<file path="src/rtl/cfi_flash_tristate_controller.sv">
`timescale 1ns/1ps
// -----------------------------------------------------------------------------
// cfi_flash_tristate_controller
//
// Avalon-MM slave that turns single-beat read/write commands into timed CFI
// flash pin cycles (chip select, output enable, write enable, address, split
// data). The pin-side outputs feed a tristate conduit bridge that merges
// tcm_data_out / tcm_data_outen / tcm_data_in onto the shared inout data bus.
//
// Access sequence: IDLE -> SETUP -> STROBE -> HOLD -> TURN -> IDLE.
// TURN is skipped when TURNAROUND_CYCLES is 0. A single 8-bit down-counter
// is loaded with (state length - 1) on every state entry.
//
// Handshake: a command is accepted on a rising edge where avs_waitrequest is
// 0 and avs_read or avs_write is 1. While avs_waitrequest is 1, requests are
// ignored and the master must hold them. avs_readdatavalid is a one-cycle
// pulse qualifying avs_readdata. A read wins over a simultaneous write.
//
// Ports:
//   clk, reset_n          clock, asynchronous active-low reset
//   avs_*                 Avalon-MM slave (address, read, write, writedata,
//                         waitrequest, readdata, readdatavalid)
//   tcm_address           flash address
//   tcm_chipselect_n      flash chip enable, active low
//   tcm_read_n            flash output enable, active low
//   tcm_write_n           flash write enable, active low
//   tcm_data_out          data driven towards the flash
//   tcm_data_outen        data bus drive enable, active high
//   tcm_data_in           data returned from the flash
//
// Every output comes straight from a flop; pin values are computed from the
// next state so that they change on the same edge as the state register.
// -----------------------------------------------------------------------------
module cfi_flash_tristate_controller #(
    parameter int ADDR_W            = 22,
    parameter int DATA_W            = 8,
    parameter int SETUP_CYCLES      = 2,
    parameter int WAIT_CYCLES       = 8,
    parameter int HOLD_CYCLES       = 2,
    parameter int TURNAROUND_CYCLES = 2
) (
    input  logic              clk,
    input  logic              reset_n,
    input  logic [ADDR_W-1:0] avs_address,
    input  logic              avs_read,
    input  logic              avs_write,
    input  logic [DATA_W-1:0] avs_writedata,
    output logic              avs_waitrequest,
    output logic [DATA_W-1:0] avs_readdata,
    output logic              avs_readdatavalid,
    output logic [ADDR_W-1:0] tcm_address,
    output logic              tcm_chipselect_n,
    output logic              tcm_read_n,
    output logic              tcm_write_n,
    output logic [DATA_W-1:0] tcm_data_out,
    output logic              tcm_data_outen,
    input  logic [DATA_W-1:0] tcm_data_in
);

    typedef enum logic [2:0] {
        ST_IDLE   = 3'd0,
        ST_SETUP  = 3'd1,
        ST_STROBE = 3'd2,
        ST_HOLD   = 3'd3,
        ST_TURN   = 3'd4
    } state_t;

    // Counter reload values. TURN_LD wraps to 8'hFF when TURNAROUND_CYCLES
    // is 0, but TURN is never entered in that configuration.
    localparam logic [7:0] SETUP_LD = 8'(SETUP_CYCLES - 1);
    localparam logic [7:0] WAIT_LD  = 8'(WAIT_CYCLES - 1);
    localparam logic [7:0] HOLD_LD  = 8'(HOLD_CYCLES - 1);
    localparam logic [7:0] TURN_LD  = 8'(TURNAROUND_CYCLES - 1);

    state_t     state, state_nxt;
    logic [7:0] cnt, cnt_nxt;
    logic       op_read, op_read_nxt;   // 1 = current access is a read
    logic       accept;
    logic       active_nxt;             // chip selected in the next cycle
    logic       strobe_nxt;             // strobe low in the next cycle
    logic       capture;                // leaving STROBE on a read

    always_comb begin
        state_nxt   = state;
        cnt_nxt     = cnt;
        op_read_nxt = op_read;
        accept      = 1'b0;

        case (state)
            ST_IDLE: begin
                // waitrequest is still 1 in the first cycle after reset,
                // so it gates acceptance here as well.
                if (!avs_waitrequest && (avs_read || avs_write)) begin
                    accept      = 1'b1;
                    state_nxt   = ST_SETUP;
                    cnt_nxt     = SETUP_LD;
                    op_read_nxt = avs_read;
                end
            end
            ST_SETUP: begin
                if (cnt == 8'd0) begin
                    state_nxt = ST_STROBE;
                    cnt_nxt   = WAIT_LD;
                end else begin
                    cnt_nxt = cnt - 8'd1;
                end
            end
            ST_STROBE: begin
                if (cnt == 8'd0) begin
                    state_nxt = ST_HOLD;
                    cnt_nxt   = HOLD_LD;
                end else begin
                    cnt_nxt = cnt - 8'd1;
                end
            end
            ST_HOLD: begin
                if (cnt == 8'd0) begin
                    if (TURNAROUND_CYCLES == 0) begin
                        state_nxt = ST_IDLE;
                    end else begin
                        state_nxt = ST_TURN;
                        cnt_nxt   = TURN_LD;
                    end
                end else begin
                    cnt_nxt = cnt - 8'd1;
                end
            end
            ST_TURN: begin
                if (cnt == 8'd0) begin
                    state_nxt = ST_IDLE;
                end else begin
                    cnt_nxt = cnt - 8'd1;
                end
            end
            default: begin
                state_nxt = ST_IDLE;
            end
        endcase

        active_nxt = (state_nxt == ST_SETUP) || (state_nxt == ST_STROBE) ||
                     (state_nxt == ST_HOLD);
        strobe_nxt = (state_nxt == ST_STROBE);
        capture    = (state == ST_STROBE) && (state_nxt == ST_HOLD) && op_read;
    end

    always_ff @(posedge clk or negedge reset_n) begin
        if (!reset_n) begin
            state             <= ST_IDLE;
            cnt               <= 8'd0;
            op_read           <= 1'b0;
            avs_waitrequest   <= 1'b1;
            avs_readdata      <= '0;
            avs_readdatavalid <= 1'b0;
            tcm_address       <= '0;
            tcm_chipselect_n  <= 1'b1;
            tcm_read_n        <= 1'b1;
            tcm_write_n       <= 1'b1;
            tcm_data_out      <= '0;
            tcm_data_outen    <= 1'b0;
        end else begin
            state             <= state_nxt;
            cnt               <= cnt_nxt;
            op_read           <= op_read_nxt;
            avs_waitrequest   <= (state_nxt != ST_IDLE);
            avs_readdatavalid <= capture;
            if (capture) begin
                avs_readdata <= tcm_data_in;
            end
            if (accept) begin
                tcm_address <= avs_address;
            end
            // Write data is only latched for a real write; a read that won
            // over a simultaneous write leaves the data register alone.
            if (accept && !avs_read) begin
                tcm_data_out <= avs_writedata;
            end
            tcm_chipselect_n  <= !active_nxt;
            tcm_read_n        <= !(strobe_nxt && op_read_nxt);
            tcm_write_n       <= !(strobe_nxt && !op_read_nxt);
            tcm_data_outen    <= active_nxt && !op_read_nxt;
        end
    end

endmodule
</file>
<file path="config.mk">
export PLATFORM = sky130hd
export DESIGN_NAME = cfi_flash_tristate_controller
export DESIGN_NICKNAME = d
export VERILOG_FILES = /design/src/rtl/cfi_flash_tristate_controller.sv
export SDC_FILE = /design/constraint.sdc
export NUM_CORES = 1
export LEC_CHECK = 0
export CELL_PAD_IN_SITES_DETAIL_PLACEMENT = 1
export CELL_PAD_IN_SITES_GLOBAL_PLACEMENT = 1
export CORE_UTILIZATION = 38
export DETAILED_ROUTE_END_ITERATION = 8
export PLACE_DENSITY_LB_ADDON = 0.1
export SLEW_MARGIN = 10
export SYNTH_ARGS = -nofsm -noshare
export SYNTH_HDL_FRONTEND = slang
export SYNTH_SLANG_ARGS = --single-unit
export TNS_END_PERCENT = 50
</file>
<file path="constraint.sdc">
create_clock -name clk -period 3.75 [get_ports clk]
set_clock_uncertainty 0.15 [all_clocks]
set_input_delay 0.5625 -clock clk [delete_from_list [all_inputs] [get_ports clk]]
set_output_delay 0.5625 -clock clk [all_outputs]
set_load 0.02 [all_outputs]
</file>
==> flow_summary.ini <==
[status]
status = finished, final reports clean

[floorplanning]
core_um2 = 6061
std_cell_rows = 28
start_util_pct = 40.13
die_y_um = 82.01
die_area_um2 = 6725
io_pins = 86
die_w_um = 82.01

[clock_tree]
clkSinkCount = 56
clock_path_buffers = 2
clock_latency_ns = 0.31
cts_tree = yes
cts_resized = 0
cts_setup_buffers = 0
numCtsBuffers = 5
cts.root.buffer_cell = clkbuf_8
hold_buffers = 0
clkSlewWorstSetupHoldPaths_ns = 0.09
htreeDepth = 2

[detailed_routing]
drcViolationCount = 0
wire_per_inst_um = 17.26
drtIter0Drc = 46
first_pass_iters = 3
routed_wl_um = 5990
final_antenna_net_count = 0
dr_total_vias = 1787
viasPerCell = 5.150

[setup_path]
worstReg2RegStart = state[2]
cp_max_fo = 19
end_kind = flop
rr_worst_depth = 4
startpoint_type = flop
slowest_delay_ns = 0.55
regToRegSetupSlack_ns = 1.42
worstPathRequired_ns = 3.80
slowest_stage = or3_1
r2r-end = tcm_address[2]
arrival_ns = 2.38
path_cells = or3_1, nor2_2, buf_4, mux2_2
path_class = flop to flop

[power]
seqPwrFrac_pct = 38.7
netSwitchingPower_mw = 1.001
p_int_mw = 1.666
p_clk_share_pct = 12.8
combPwrFrac_pct = 48.5
p_leak_nw = 1.426
power_density_nw_per_um2 = 776.0
vdd_drop_max_mv = 0.3840
switching_share_pct = 37.55

[synthesis]
yosysUniqueCellTypes = 43
netlist_area_um2 = 2432
synth-edff-count = 0
ys_warn_count = 0
syn_nets = 227
syn_inst = 184
synth-async-reset-ratio_pct = 100.0
synth_top_family_by_area = multiplexers
synth_mux_area_share_pct = 18.06
synth-compound-area-share_pct = 9.619
syn_area_per_cell_um2 = 13.22
synthAdderAreaFrac_pct = 0.5144
synth-simple-area-share_pct = 10.39
synthXorXnorAreaFrac_pct = 0.7202
ys_ff_latch = 56
synth-main-ff-cell = dfrtp_1
ys_seq_area_share_pct = 57.82

[global_route]
first_global_vias = 1882
grt_pass1_wl_um = 9411
overflow = 0
antenna_found_initial = 0
grt_max_degree = 36
grt_use_total_pct = 19.00

[place]
dpl.hpwl_um = 4616
gp_congestion = 0.7983
io_buffers = 85

[timing]
final-max-slew-violation-count = 0
max_freq_mhz = 429.1
max_slew_margin_pct = 46.51
period_share_pct = 62.14
fin_tns_setup_ns = 0
setup_viol = 0
worst_pin_slew_ns = 0.8024
post-route-min-period_ns = 2.330
hold_violations = 0
rsz0062_at_grt = no

[layout]
area_growth_pct = 41.31
fin_util_pct = 56.71
antennaDiodeCount = 0
drive_gt1_share_pct = 22.79
final_nets = 314

[flow_run]
max-cap-violations = 0

[hold_path]
hold_class = input pin to async pin
-- layer usage --
| metal | vias up | GRT usage, % | wire, um |
|---|---|---|---|
| met1 | 884 | 22.53 | 2467 |
| met3 | 8 | 5.111 | 379 |
| met5 | - | 0 | 0 |
| li1 | 838 | - | - |
| met4 | 0 | 5.439 | 80 |
| met2 | 57 | 33.47 | 3062 |
-- state kept, by name (all words and copies together) (netlist names) --
| register | cells |
|---|---|
| tcm_address | 22 |
| avs_readdata | 8 |
| cnt | 8 |
| tcm_data_out | 8 |
| state | 3 |
| avs_readdatavalid | 1 |
| avs_waitrequest | 1 |
| op_read | 1 |
| tcm_chipselect_n | 1 |
| tcm_data_outen | 1 |
| tcm_read_n | 1 |
| tcm_write_n | 1 |
-- placed cells by master (no fill, tap or decap), types with 2 or more instances in the layout --
master,Yosys,routed
o2bb2ai_1,2,2
mux2_2,39,39
nand3_1,3,3
dfrtp_1,52,52
nand2b_1,4,4
a21oi_1,7,7
xnor2_1,2,2
o22ai_1,2,2
nor4_1,2,2
clkdlybuf4s50_1,0,84
nor3_1,4,4
o21ai_0,8,8
clkbuf_8,0,6
inv_1,6,6
buf_4,2,2
o31ai_1,4,4
dfstp_2,4,4
nand2_1,3,3
or4_1,3,3
o211ai_1,4,4
or2_2,2,2
nor2_1,6,6
-- power groups by stage --
stage               clock (mW)  combinational, mW  sequential, mW
floorplan                    0              0.527            1.25
global placement             0               1.27            1.03
detailed placement           0               1.31            1.05
CTS                      0.357               1.31            1.04
global route             0.378               1.40            1.08
finish                   0.342               1.29            1.03
-- through the flow --
step	hold WS, ns	instance area (um2)	power (mW)	cells	setup slack (ns)
2_1_floorplan	0.1169	2432	1.777	184	1.724
3_3_place_gp	0.3257	3343	2.301	339	1.202
3_5_place_dp	0.3456	3343	2.355	339	1.137
4_1_cts	0.2095	3437	2.705	347	1.400
5_1_grt	0.2483	3437	2.849	347	1.313
6_report	0.1848	3437	2.667	347	1.420
-- area by class of cell --
cell class / count / area (um2)
Clock inverter: 1 / 7.507
Multi-Input combinational cell: 114 / 955.9
Tap cell: 75 / 93.84
Timing Repair Buffer: 87 / 860.8
Inverter: 7 / 26.28
Sequential cell: 56 / 1406
Fill cell: 617 / 2624
Clock buffer: 7 / 86.33
-- cells in the mapped netlist, types with 2 or more instances --
library cell | number | area share [%]
a21oi_1 | 7 | 1.4
buf_2 | 2 | 0.41
buf_4 | 2 | 0.62
clkbuf_1 | 2 | 0.31
dfrtp_1 | 52 | 53
dfstp_2 | 4 | 4.3
inv_1 | 6 | 0.93
mux2_2 | 39 | 18
nand2_1 | 3 | 0.46
nand2b_1 | 4 | 1.0
nand3_1 | 3 | 0.62
nor2_1 | 6 | 0.93
nor3_1 | 4 | 0.82
nor4_1 | 2 | 0.51
o211ai_1 | 4 | 1.2
o21ai_0 | 8 | 1.6
o22ai_1 | 2 | 0.51
o2bb2ai_1 | 2 | 0.72
o31ai_1 | 4 | 1.2
or2_2 | 2 | 0.51
or4_1 | 3 | 0.93
xnor2_1 | 2 | 0.72
-- worst max-delay path, delay by kind of cell (launching register included) --
| family | cells | cell delay, ns |
|---|---|---|
| AND/OR/NAND/NOR | 2 | 0.86 |
| flip-flops | 1 | 0.50 |
| multiplexers | 1 | 0.37 |
| buffers and inverters | 1 | 0.33 |
-- how the worst max path moves through the flow --
| stage | startpoint | end | slack [ns] |
|---|---|---|---|
| after detailed placement | avs_read | tcm_address[2] | 1.14 |
| after global routing | state[2] | tcm_address[19] | 1.31 |
| after global placement | avs_read | tcm_address[13] | 1.20 |
| final | state[2] | tcm_address[2] | 1.42 |
| after floorplan | state[2] | tcm_address[0] | 1.72 |
| after CTS | state[2] | tcm_address[2] | 1.40 |
-- cells by family after synthesis --
kind of cell    Yosys count
flops                    56
mux                      39
simple gates             39
compound gates           33
buf+inv                  14
xor+xnor                  2
fa+ha+maj                 1
(Power assumes the default switching activity.)
